<file path="config.mk">
export PLATFORM = sky130hd
export DESIGN_NAME = serial_pattern_gen
export DESIGN_NICKNAME = d
export VERILOG_FILES = /design/src/rtl/serial_pattern_gen.sv
export SDC_FILE = /design/constraint.sdc
export NUM_CORES = 1
export LEC_CHECK = 0
export BUFFER_PORTS_ARGS = -buffer_cell sky130_fd_sc_hd__buf_2
export CAP_MARGIN = 10
export CORE_ASPECT_RATIO = 1.5
export CORE_MARGIN = 2
export CORE_UTILIZATION = 47
export CTS_CLUSTER_DIAMETER = 150
export DETAILED_ROUTE_END_ITERATION = 8
export PLACE_DENSITY_LB_ADDON = 0.15
export SETUP_SLACK_MARGIN = 0.1
export SLEW_MARGIN = 20
export SYNTH_ARGS = -nofsm -noshare
export SYNTH_HDL_FRONTEND = slang
export SYNTH_SLANG_ARGS = --single-unit
</file>
<file path="constraint.sdc">
create_clock -name clk -period 1.81 [get_ports clk]
set_input_delay 0.181 -clock clk [delete_from_list [all_inputs] [get_ports clk]]
set_output_delay 0.181 -clock clk [all_outputs]
set_load 0.01 [all_outputs]
</file>
<file path="src/rtl/serial_pattern_gen.sv">
// serial_pattern_gen
// ------------------
// Serial bit-stream transmitter driving the single-bit `in` line of the
// 1101-family sequence detectors. A PAT_W-bit pattern is shifted out MSB
// first, repeat_cnt times, with gap_cycles idle cycles between repetitions.
// One bit per clock; every output is a register. Reset is synchronous and
// active-high.
//
// Build option:
//   SERIAL_PATTERN_GEN_PARITY_EN - after the last pattern bit of each
//   repetition, one extra valid cycle carries the even-parity bit (XOR of
//   the pattern). pat_sent then marks that parity cycle, and every
//   repetition (and therefore gap and done timing) is one cycle longer.
//
// Timing model: the control FSM decides what the current cycle transmits,
// and the output registers capture that decision on the next edge. So a
// start sampled at edge k puts the MSB on `out` after edge k+1, and done /
// busy trail the FSM state by one cycle in the same way.

module serial_pattern_gen #(
  parameter int               PAT_W   = 4,
  parameter logic [PAT_W-1:0] PATTERN = 4'b1101,
  parameter int               CNT_W   = 8,
  parameter int               GAP_W   = 4
) (
  input  logic             clk,
  input  logic             rst,
  input  logic             start,
  input  logic             load_pat,
  input  logic [PAT_W-1:0] pattern_in,
  input  logic [CNT_W-1:0] repeat_cnt,
  input  logic [GAP_W-1:0] gap_cycles,
  output logic             out,
  output logic             valid,
  output logic             pat_sent,
  output logic             busy,
  output logic             done
);

  // Bit-index width; a 2-bit pattern still needs one index bit.
  localparam int               IDX_W   = (PAT_W > 1) ? $clog2(PAT_W) : 1;
  localparam logic [IDX_W-1:0] IDX_MSB = IDX_W'(PAT_W - 1);

  // FSM encoding kept as plain constants so that legacy wave scripts can
  // keep decoding the state bus numerically.
  localparam logic [1:0] S_IDLE = 2'd0;
  localparam logic [1:0] S_SEND = 2'd1;
  localparam logic [1:0] S_GAP  = 2'd2;
  localparam logic [1:0] S_DONE = 2'd3;

  logic [1:0]       state;
  logic [PAT_W-1:0] pat_q;      // pattern in use; frozen while busy
  logic [IDX_W-1:0] idx;        // bit currently being transmitted
  logic [CNT_W-1:0] reps_left;  // repetitions not yet finished
  logic [GAP_W-1:0] gap_len;    // gap length latched at start
  logic [GAP_W-1:0] gap_cnt;    // remaining gap cycles minus one

`ifdef SERIAL_PATTERN_GEN_PARITY_EN
  logic             par_phase;  // this SEND cycle carries the parity bit
`endif

  // Per-cycle decisions derived from the FSM state.
  logic             send_bit;   // bit value transmitted this cycle
  logic             rep_end;    // this cycle completes a repetition
  logic             last_rep;   // the completing repetition is the final one

  // Decode the current cycle: which bit goes out and whether a repetition ends.
  // NOTE: every signal gets a default at the top of always_comb so that no
  // path leaves it unassigned; otherwise synthesis infers a latch.
  always_comb begin
    send_bit = 1'b0;
    rep_end  = 1'b0;
    last_rep = (reps_left == CNT_W'(1));
    if (state == S_SEND) begin
`ifdef SERIAL_PATTERN_GEN_PARITY_EN
      send_bit = par_phase ? (^pat_q) : pat_q[idx];
      rep_end  = par_phase;
`else
      send_bit = pat_q[idx];
      rep_end  = (idx == '0);
`endif
    end
  end

  // Control FSM: pattern register, latched counts, bit index and gap timer.
  // NOTE: sequential state is updated only with non-blocking assignments so
  // every register samples the pre-edge values, independent of block order.
  // NOTE: the pattern register is reset to PATTERN on purpose, because a
  // start without a prior load must transmit the default pattern.
  always_ff @(posedge clk) begin
    if (rst) begin
      state     <= S_IDLE;
      pat_q     <= PATTERN;
      idx       <= '0;
      reps_left <= '0;
      gap_len   <= '0;
      gap_cnt   <= '0;
`ifdef SERIAL_PATTERN_GEN_PARITY_EN
      par_phase <= 1'b0;
`endif
    end else begin
      case (state)
        S_IDLE: begin
          // load_pat and start in the same cycle: pat_q is written here and
          // first read in SEND, so the new pattern is the one transmitted.
          if (load_pat) begin
            pat_q <= pattern_in;
          end
          if (start) begin
            reps_left <= repeat_cnt;
            gap_len   <= gap_cycles;
            idx       <= IDX_MSB;
            state     <= (repeat_cnt == '0) ? S_DONE : S_SEND;
          end
        end

        S_SEND: begin
          if (rep_end) begin
            // Repetition complete: count it and pick the next phase. The
            // count is compared against one rather than decremented past
            // zero, so the all-ones repeat count is sent in full.
            reps_left <= reps_left - 1'b1;
            idx       <= IDX_MSB;
`ifdef SERIAL_PATTERN_GEN_PARITY_EN
            par_phase <= 1'b0;
`endif
            if (last_rep) begin
              state <= S_DONE;
            end else if (gap_len != '0) begin
              gap_cnt <= gap_len - 1'b1;
              state   <= S_GAP;
            end
            // else: stay in SEND, MSB of the next repetition follows directly
          end else begin
`ifdef SERIAL_PATTERN_GEN_PARITY_EN
            if (idx == '0) begin
              par_phase <= 1'b1;
            end else begin
              idx <= idx - 1'b1;
            end
`else
            idx <= idx - 1'b1;
`endif
          end
        end

        S_GAP: begin
          // Visited exactly gap_len times before the next repetition.
          if (gap_cnt == '0) begin
            state <= S_SEND;
          end else begin
            gap_cnt <= gap_cnt - 1'b1;
          end
        end

        S_DONE: begin
          state <= S_IDLE;
        end

        default: begin
          state <= S_IDLE;
        end
      endcase
    end
  end

  // Output registers: capture what the FSM transmits this cycle.
  always_ff @(posedge clk) begin
    if (rst) begin
      out      <= 1'b0;
      valid    <= 1'b0;
      pat_sent <= 1'b0;
      busy     <= 1'b0;
      done     <= 1'b0;
    end else begin
      out      <= send_bit;
      valid    <= (state == S_SEND);
      pat_sent <= rep_end;
      busy     <= (state != S_IDLE);
      done     <= (state == S_DONE);
    end
  end

endmodule

</file>
# Word level (Yosys, flattened, before mapping)
# Index checks and enable logic that the tools add are counted.
dict set report word_totals {
  regBits 29
}
dict set report op_classes {
  n_addsub 4
  n_lt_le_gt_ge 1
  n_eq_ne 11
  muxes 21
  bitwise 1
  reduce_logical 15
}
# operator count
set ops {}
lappend ops {{two-way mux 2 bit} 8}
lappend ops {{two-way mux 4 bit} 4}
lappend ops {{two-way mux 8 bit} 2}
lappend ops {{one-hot mux 8 bit (2 select lines)} 1}
lappend ops {{inequality test 2 bit (second input constant)} 5}
lappend ops {{equality test 8 x 1 -> 1 bit (second input constant)} 1}
lappend ops {{zero test 8 bit} 1}
lappend ops {{one-hot mux 2 bit (4 select lines)} 1}
lappend ops {{one-hot mux 4 bit (2 select lines)} 1}
lappend ops {{subtractor 4 x 1 -> 4 bit (second input constant)} 2}
lappend ops {{subtractor 8 x 1 -> 8 bit (second input constant)} 1}
lappend ops {{AND reduction 2 bit} 3}
lappend ops {{nonzero test 2 bit} 3}
lappend ops {{AND reduction 5 bit} 1}
lappend ops {{equality test 2 bit (second input constant)} 2}
lappend ops {{zero test 2 bit} 2}
lappend ops {{zero test 4 bit} 1}
lappend ops {{one-hot mux 2 bit (2 select lines)} 1}
lappend ops {{AND reduction 4 bit} 1}
lappend ops {{nonzero test 4 bit} 1}
lappend ops {{less-than comparator 2 x 3 -> 1 bit (second input constant)} 1}
lappend ops {{inequality test 3 x 2 -> 1 bit (second input constant)} 1}
lappend ops {{AND reduction 3 bit} 1}
lappend ops {{binary-select mux 1 bit (select 2 bit)} 1}
lappend ops {{6 further kinds} 7}

# Depth between registers and ports, before layout
# Gate-level depths: netlist of run 1.
dict set report depth {
  ltp_word 5
  depth_mapped 9
  ltp_nobuf 7
}

# Worst setup path after synthesis of run 1
# OpenSTA, ideal clock, no wires.
dict set report synth_path {
  path_type {register to register}
  startpoint {register reps_left[1]}
  endpoint {register gap_cnt[2]}
  setup_time_ps 88
  t_arrival_ps 1574
  required_ps 1722
  path_slack_ps 148
  stages_incl_launch_ff 8
  n_path_buf 1
  path_cell_list {dfxtp_1 -> inv_1 -> ha_1 -> nor4b_1 -> and3_1 -> buf_2 -> or3_4 -> o32ai_2}
}
dict set report synth_between {
  elab_chain_cells 3
}
# item line
set synth_lines {}
lappend synth_lines {{from (decl)} 54} ;# logic [CNT_W-1:0] reps_left;
lappend synth_lines {{from (signal assigned)} 110} ;# reps_left <= repeat_cnt;
lappend synth_lines {{from (signal assigned)} 122} ;# reps_left <= reps_left - 1'b1;
lappend synth_lines {{equality test 8 x 1 -> 1 bit} 73} ;# last_rep = (reps_left == CNT_W'(1));
lappend synth_lines {{inequality test 2 bit (no line)} -}
lappend synth_lines {{AND reduction 5 bit (no line)} -}
lappend synth_lines {{to (signal assigned)} 130} ;# gap_cnt <= gap_len - 1'b1;
lappend synth_lines {{to (signal assigned)} 152} ;# gap_cnt <= gap_cnt - 1'b1;
lappend synth_lines {{to (decl)} 56} ;# logic [GAP_W-1:0] gap_cnt;
# No other way between the ends.
# A chain may end at the register's enable or synchronous reset.

# Final worst setup path of run 1
dict set report layout_path {
  startpoint {register state[0]}
  endpoint {register gap_cnt[2]}
}
dict set report layout_between {
  elab_chain_cells 4
}
# item line
set layout_lines {}
lappend layout_lines {{from (decl)} 51} ;# logic [1:0] state;
lappend layout_lines {{from (signal assigned)} 113} ;# state <= (repeat_cnt == '0) ? S_DONE : S_SEND;
lappend layout_lines {{equality test 2 x 1 -> 1 bit} {74, 102}}
lappend layout_lines {{two-way mux 1 bit} 74} ;# if (state == S_SEND) begin
lappend layout_lines {{inequality test 2 bit (no line)} -}
lappend layout_lines {{AND reduction 5 bit (no line)} -}
# Parallel ways exist; a longest one is shown, timed or not.

==> flow_metrics.py, run 1 <==
metrics = {
    "pwr": {
        "switchingPower_uw": 1239,
        "ir_worst_vdd_v": 0.0008675,
        "leakagePower_uw": 0.0007597,
        "seqPwrFrac_pct": 34.2,
        "pwr-share-clk_pct": 17.1,
        "cellPowerDensity_nw_per_um2": 1641,
        "swShare_pct": 41.22,
        "pwr-share-comb_pct": 48.7,
        "p_int_uw": 1767,
        "fin_total_pwr_uw": 3007,
    },
    "floorplan": {
        "placementRows": 25,
        "coreArea_sq_um": 3159,
        "fp.dieH_um": 74.17,
        "initial_utilization_pct": 48.83,
        "dieArea_sq_um": 3766,
        "chipWidth_um": 50.78,
        "io_pins": 25,
    },
    "global_route": {
        "grt_pass1_vias": 1365,
        "antenna_found_initial": 0,
        "gr-total-overflow": 0,
        "grt_usage_pct": 21.17,
        "grt_first_pass_wirelength_um": 5954,
        "grt_max_degree": 15,
    },
    "cts": {
        "cts.reportedPaths.clkPinSlew_ns": 0.06,
        "cts_htree_levels": 2,
        "cts_buffers": 5,
        "cts_tree": "done",
        "clkSinkCount": 29,
        "clkLatencyLatePin_ns": 0.28,
        "cts_max_path_buffers": 2,
        "root_buffer": "clkbuf_8",
        "cts_hold_buf": 0,
    },
    "timing": {
        "min_period_ns": 1.709,
        "fmax_mhz": 585.1,
        "setup_viol": 0,
        "hold_viol": 0,
        "maxSlewHeadroom_pct": 64.32,
        "tns_ns": 0,
        "whs_ns": 0.1280,
        "rsz0062_at_grt": "yes",
        "fin_crit_sh_pct": 94.43,
        "skew_ns": 0.004141,
        "worst_pin_slew_ns": 0.5312,
        "slew_viol_final": 0,
    },
    "run_status": {
        "status": "finished clean",
    },
    "critical_path": {
        "critPathTopFamily": "multiplexers",
        "reg2reg_slack_ns": 0.10,
        "criticalPathCategory": "flip-flop to flip-flop",
        "timing.rr.end": "gap_cnt[2]$_SDFFE_PP0P_",
        "cp-startpoint": "state[0]$_SDFFE_PP0P_",
        "reg2reg_from": "state[0]$_SDFFE_PP0P_",
        "crit_slowest_cell": "dfxtp_1",
        "cp-end-kind": "flip-flop",
        "cp_max_fo": 7,
        "worst-path-buf-inv": 0,
        "worstSetupStartpointType": "flip-flop",
        "required_ns": 2.01,
        "cp_slowest_stage_delay_ns": 0.40,
        "crit_chain": "nand2b_4, mux2i_1, ha_2, nand2b_1, mux2_2, o32ai_2",
        "crit_path_end": "gap_cnt[2]$_SDFFE_PP0P_",
        "r2r_cells": 6,
        "cp.depth": 6,
        "critPathArrivalTime_ns": 1.91,
    },
    "place": {
        "place_congestion": 0.8790,
        "io_buffers": 24,
        "dp.final_hpwl_um": 2673,
    },
    "cells_and_area": {
        "fin_util_pct": 57.98,
        "multi_input_area_sq_um": 910.9,
        "antennaDiodeCount": 0,
        "fin_nets": 235,
        "area_delta_synth_final_pct": 18.73,
        "drive_gt1_share_pct": 27.36,
        "regArea_sq_um": 581.8,
        "fillerInstances": 288,
    },
    "logic_synthesis": {
        "yosysUniqueCellTypes": 48,
        "synthesis.instances": 183,
        "synth_edf_count": 0,
        "yosysMostFrequentCell": "dfxtp_1",
        "synth_top_area_cell": "dfxtp_1",
        "synth_area_leaders": "dfxtp_1 38%, nand2_1 5.8%, a21oi_1 4.2%, ha_1 3.2%, o21ai_0 2.9%",
        "synth_top_area_share_pct": 37.63,
        "synth_area_sq_um": 1543,
        "avgSynthCellArea_sq_um": 8.430,
        "synth_ff_type": "dfxtp_1",
        "yosysWarnings": 0,
        "ys_seq_area_share_pct": 37.63,
        "ys_top_cells_by_count": "29 x dfxtp_1, 24 x nand2_1, 13 x a21oi_1, 11 x nor2_1, 9 x o21ai_0",
        "syn-num-nets": 207,
        "synthArstFlopShare_pct": 0,
        "ys_seq_elements": 29,
    },
    "drt": {
        "drc": 0,
        "initialDrtViolationCount": 31,
        "vias": 1446,
        "vias_per_cell": 5.738,
        "dr.pass1.iters": 4,
        "wl_per_cell_um": 14.23,
        "detail_route.wirelength_um": 3585,
        "ant_nets": 0,
    },
    "worst_hold_path": {
        "hold_class": "input port to flip-flop",
    },
    "flow_run": {
        "maxCapViolCount": 0,
    },
}
-- power by group through the flow --
stage	clock network, uW	logic [uW]	registers (uW)
2_1_floorplan	0	1090	967
3_3_place_gp	0	1340	1020
4_1_cts	530	1420	1010
3_5_place_dp	0	1380	1020
5_1_grt	559	1630	1060
6_report	515	1470	1030
-- worst min path at each step --
stage | endpoint | cells after the start | startpoint
after detailed placement | pat_q[0]$_SDFFE_PP1P_ | 3 | pattern_in[0]
final | pat_q[0]$_SDFFE_PP1P_ | 3 | pattern_in[0]
after global routing | gap_len[0]$_SDFFE_PP0P_ | 3 | gap_cycles[0]
after global placement | pat_q[2]$_SDFFE_PP1P_ | 3 | pattern_in[2]
after floorplan | gap_len[0]$_SDFFE_PP0P_ | 2 | gap_cycles[0]
after CTS | pat_q[0]$_SDFFE_PP1P_ | 3 | pattern_in[0]
-- sequential cells by signal, indices dropped and copies added (netlist names) --
signal / flops
idx: 2
busy: 1
state: 2
out: 1
done: 1
valid: 1
pat_q: 4
reps_left: 8
pat_sent: 1
gap_len: 4
gap_cnt: 4
-- tightest hold or removal path, delay by kind of cell --
family	cells	cell delay, ns
buffers and inverters	1	0.07
AND/OR/NAND/NOR	2	0.12
-- placed cells by master (no fill, tap or decap), types with 2 or more instances in the layout --
master    Yosys  routed
ha_1          4       2
ha_2          0       2
nor2_1       11      11
a211oi_1      4       4
a21oi_1      13      13
buf_2         3      24
nand2_1      24      24
o21a_1        3       3
clkbuf_8      0       5
buf_4         1       8
inv_1         6       5
o311ai_0      2       2
nand2b_1      3       3
o21ai_0       9       8
and3_1        4       3
mux2_2        2       2
dfxtp_1      29      28
mux2i_1       4       4
nor4_1        6       5
o22ai_1       2       2
clkinv_2      0       2
nand3_1       8       8
nor3_1        6       6
or3_1         2       2
and2_1        4       4
nor2b_1       3       3
-- metrics by stage --
stage	setup slack, ns	cells	instance area, sq um
2_1_floorplan	0.1475	183	1543
3_3_place_gp	0.08616	243	1697
3_5_place_dp	-0.02737	243	1697
4_1_cts	0.08761	252	1802
5_1_grt	0.002477	252	1832
6_report	0.1008	252	1832
-- timing repair --
item	CTS	global route
resized for setup	4	8
pin swaps	1	0
setup endpoints to repair	2	7
buffers inserted	1	0
-- layout make-up --
| class | count | area share (%) |
|---|---|---|
| Clock buffer | 5 | 3.757 |
| Multi-Input combinational cell | 137 | 49.73 |
| Clock inverter | 3 | 0.9563 |
| Sequential cell | 29 | 31.76 |
| Timing Repair Buffer | 32 | 9.836 |
| Tap cell | 40 | 2.732 |
| Inverter | 6 | 1.230 |
-- metal layers --
layer	vias to the layer above	share of wire, %	wire (um)	GRT usage, %
met4	0	3.1	112	12.01
met1	675	41	1478	22.80
li1	726	-	-	-
met5	-	0	0	0
met2	33	52	1849	38.16
met3	12	4.0	144	4.418
-- kinds of logic after synthesis --
kind of cell | Yosys count | synth area share [%]
simple gates | 81 | 28.06
flops | 29 | 37.63
mux | 7 | 5.515
fa+ha+maj | 4 | 3.244
compound gates | 45 | 19.63
buf+inv | 17 | 5.920
Power figures use the tool's default switching activity.
==> run 2: changes to the inputs <==
--- a/config.mk
+++ b/config.mk
@@ -14,7 +14,7 @@
 export DETAILED_ROUTE_END_ITERATION = 8
 export PLACE_DENSITY_LB_ADDON = 0.15
 export SETUP_SLACK_MARGIN = 0.1
-export SLEW_MARGIN = 20
+export SLEW_MARGIN = 40
 export SYNTH_ARGS = -nofsm -noshare
 export SYNTH_HDL_FRONTEND = slang
 export SYNTH_SLANG_ARGS = --single-unit
==> constraint.sdc (replaced) <==
create_clock -name clk -period 1.7 [get_ports clk]
set_input_delay 0.17 -clock clk [delete_from_list [all_inputs] [get_ports clk]]
set_output_delay 0.17 -clock clk [all_outputs]
set_load 0.01 [all_outputs]
==> run 2 against run 1 <==
Against the previous run:
- flip-flop and latch count did not move
- highest routed layer unchanged
- critical path depth did not move
- combinational power rose by 31%
- setup slack got worse by 0.015 ns
- critical path type unchanged
==> flow_metrics.py, run 2 (synthesis results as in run 1) <==
metrics = {
    "cells_and_area": {
        "layout_common_cells": "24 x nand2_1, 24 x dfxtp_1, 24 x buf_2, 16 x buf_4, 13 x a21oi_1",
        "area_delta_synth_final_pct": 31.31,
        "fin_nets": 245,
        "regArea_sq_um": 589.3,
        "fillerInstances": 278,
        "max_flop_register": "reps_left",
        "final_area_sq_um": 2026,
        "drive_gt1_share_pct": 37.39,
        "multi_input_area_sq_um": 999.7,
        "largest_reg_flops": 8,
        "antennaDiodeCount": 0,
    },
    "cts": {
        "root_buffer": "clkbuf_8",
        "cts_buffers": 5,
        "clkSinkCount": 29,
        "cts.reportedPaths.clkPinSlew_ns": 0.06,
        "clkLatencyLatePin_ns": 0.28,
        "cts_max_path_buffers": 2,
        "cts_htree_levels": 2,
        "cts_tree": "done",
    },
    "timing": {
        "fmax_mhz": 619.7,
        "skew_ns": 0.003911,
        "hold_viol": 0,
        "worst_pin_slew_ns": 0.4619,
        "fin_crit_sh_pct": 94.92,
        "slew_viol_final": 0,
        "maxSlewHeadroom_pct": 69.17,
        "min_period_ns": 1.614,
        "rsz0062_at_grt": "yes",
        "whs_ns": 0.1219,
        "setup_viol": 0,
        "worst_slack_ns": 0.08628,
    },
    "global_route": {
        "antenna_found_initial": 0,
        "grt_pass1_vias": 1452,
        "grt_usage_pct": 22.72,
        "grt_max_degree": 15,
        "grt_first_pass_wirelength_um": 6389,
        "gr-total-overflow": 0,
    },
    "floorplan": {
        "chipWidth_um": 50.78,
        "coreArea_sq_um": 3159,
        "dieArea_sq_um": 3766,
        "placementRows": 25,
        "io_pins": 25,
        "fp.dieH_um": 74.17,
        "initial_utilization_pct": 48.83,
    },
    "place": {
        "dp.final_hpwl_um": 2787,
        "place_congestion": 0.8357,
        "post_dp_cell_area_sq_um": 1759,
        "pre_cts_slack_ns": -0.09545,
        "io_buffers": 24,
    },
    "drt": {
        "detail_route.wirelength_um": 4034,
        "route.met2.wl_um": 2181,
        "wl_met1_um": 1585,
        "vias_per_cell": 5.905,
        "initialDrtViolationCount": 37,
        "drc": 0,
        "highest_layer": "met4",
        "dr.pass1.iters": 4,
        "ant_nets": 0,
        "wl_per_cell_um": 15.40,
        "route.met3.wl_um": 156,
        "vias": 1547,
    },
    "critical_path": {
        "cp_slowest_stage_delay_ns": 0.34,
        "cp-end-kind": "flip-flop",
        "required_ns": 1.89,
        "cp_max_fo": 6,
        "worstSetupStartpointType": "flip-flop",
        "crit_slowest_cell": "dfxtp_2",
        "critPathArrivalTime_ns": 1.80,
        "criticalPathCategory": "flip-flop to flip-flop",
        "crit_chain": "nand2b_4, mux2i_4, ha_2, nand2b_1, mux2_4, o32ai_2",
    },
    "worst_hold_path": {
        "hold_class": "input port to flip-flop",
    },
    "flow_run": {
        "maxCapViolCount": 0,
    },
    "run_status": {
        "status": "finished clean",
    },
    "pwr": {
        "ir_worst_vdd_v": 0.0008631,
        "cellPowerDensity_nw_per_um2": 1799,
        "leakagePower_uw": 0.0008314,
    },
}
-- run 2: worst paths after layout --
path / depth (start not counted) / slack (ns) / endpoint / start
hold / removal: 3 / 0.12 / pat_q[0]$_SDFFE_PP1P_ / pattern_in[0]
hold reg to reg: 2 / 0.46 / pat_q[1]$_SDFFE_PP0P_ / pat_q[1]$_SDFFE_PP0P_
setup / recovery: 6 / 0.09 / gap_cnt[2]$_SDFFE_PP0P_ / state[0]$_SDFFE_PP0P_
setup reg to reg: 6 / 0.09 / gap_cnt[2]$_SDFFE_PP0P_ / state[0]$_SDFFE_PP0P_
-- run 2: power breakdown --
part,internal (uW),switching [uW],leakage [uW]
Combinational,925,991,0.000537
Sequential,900,214,0.000240
Clock,365,247,0.0000542
Total,2190,1450,0.000831
-- run 2: what timing repair did --
action                                  CTS  global route
gates resized for setup                  17            14
hold buffers                              0             0
endpoints found under the setup margin    7            14
setup buffers                             2             3
pin swaps                                 4             5
-- run 2: routing by layer --
metal / vias up / global-route usage, %
met5: - / 0
met4: 0 / 11.11
met3: 14 / 4.819
met2: 58 / 42.54
met1: 728 / 23.80
li1: 747 / -
-- run 2: layout make-up --
class	instances	share of cell area, %
flip-flops and latches	29	29.09
multi-input cells	137	49.35
clock inverters	1	0.2471
inverters	6	1.112
clock buffers	7	4.756
well taps	40	2.471
repair buffers	42	12.97
-- run 2: per-stage QoR --
step                      util, %  cells  total power, uW   TNS, ns
after CTS                   61.43    259             3481         0
after global routing        64.12    262             3903         0
final                       64.12    262             3643         0
after floorplan                 -    183             2212         0
after global placement      55.68    250             2638  -0.04464
after detailed placement    55.68    250             2685   -0.1728
-- run 2: critical path, delay by kind of cell (launching register included) --
family | cells | cell delay, ns
compound gates | 1 | 0.19
mux | 2 | 0.52
simple gates | 2 | 0.24
fa+ha+maj | 1 | 0.23
flops | 1 | 0.34
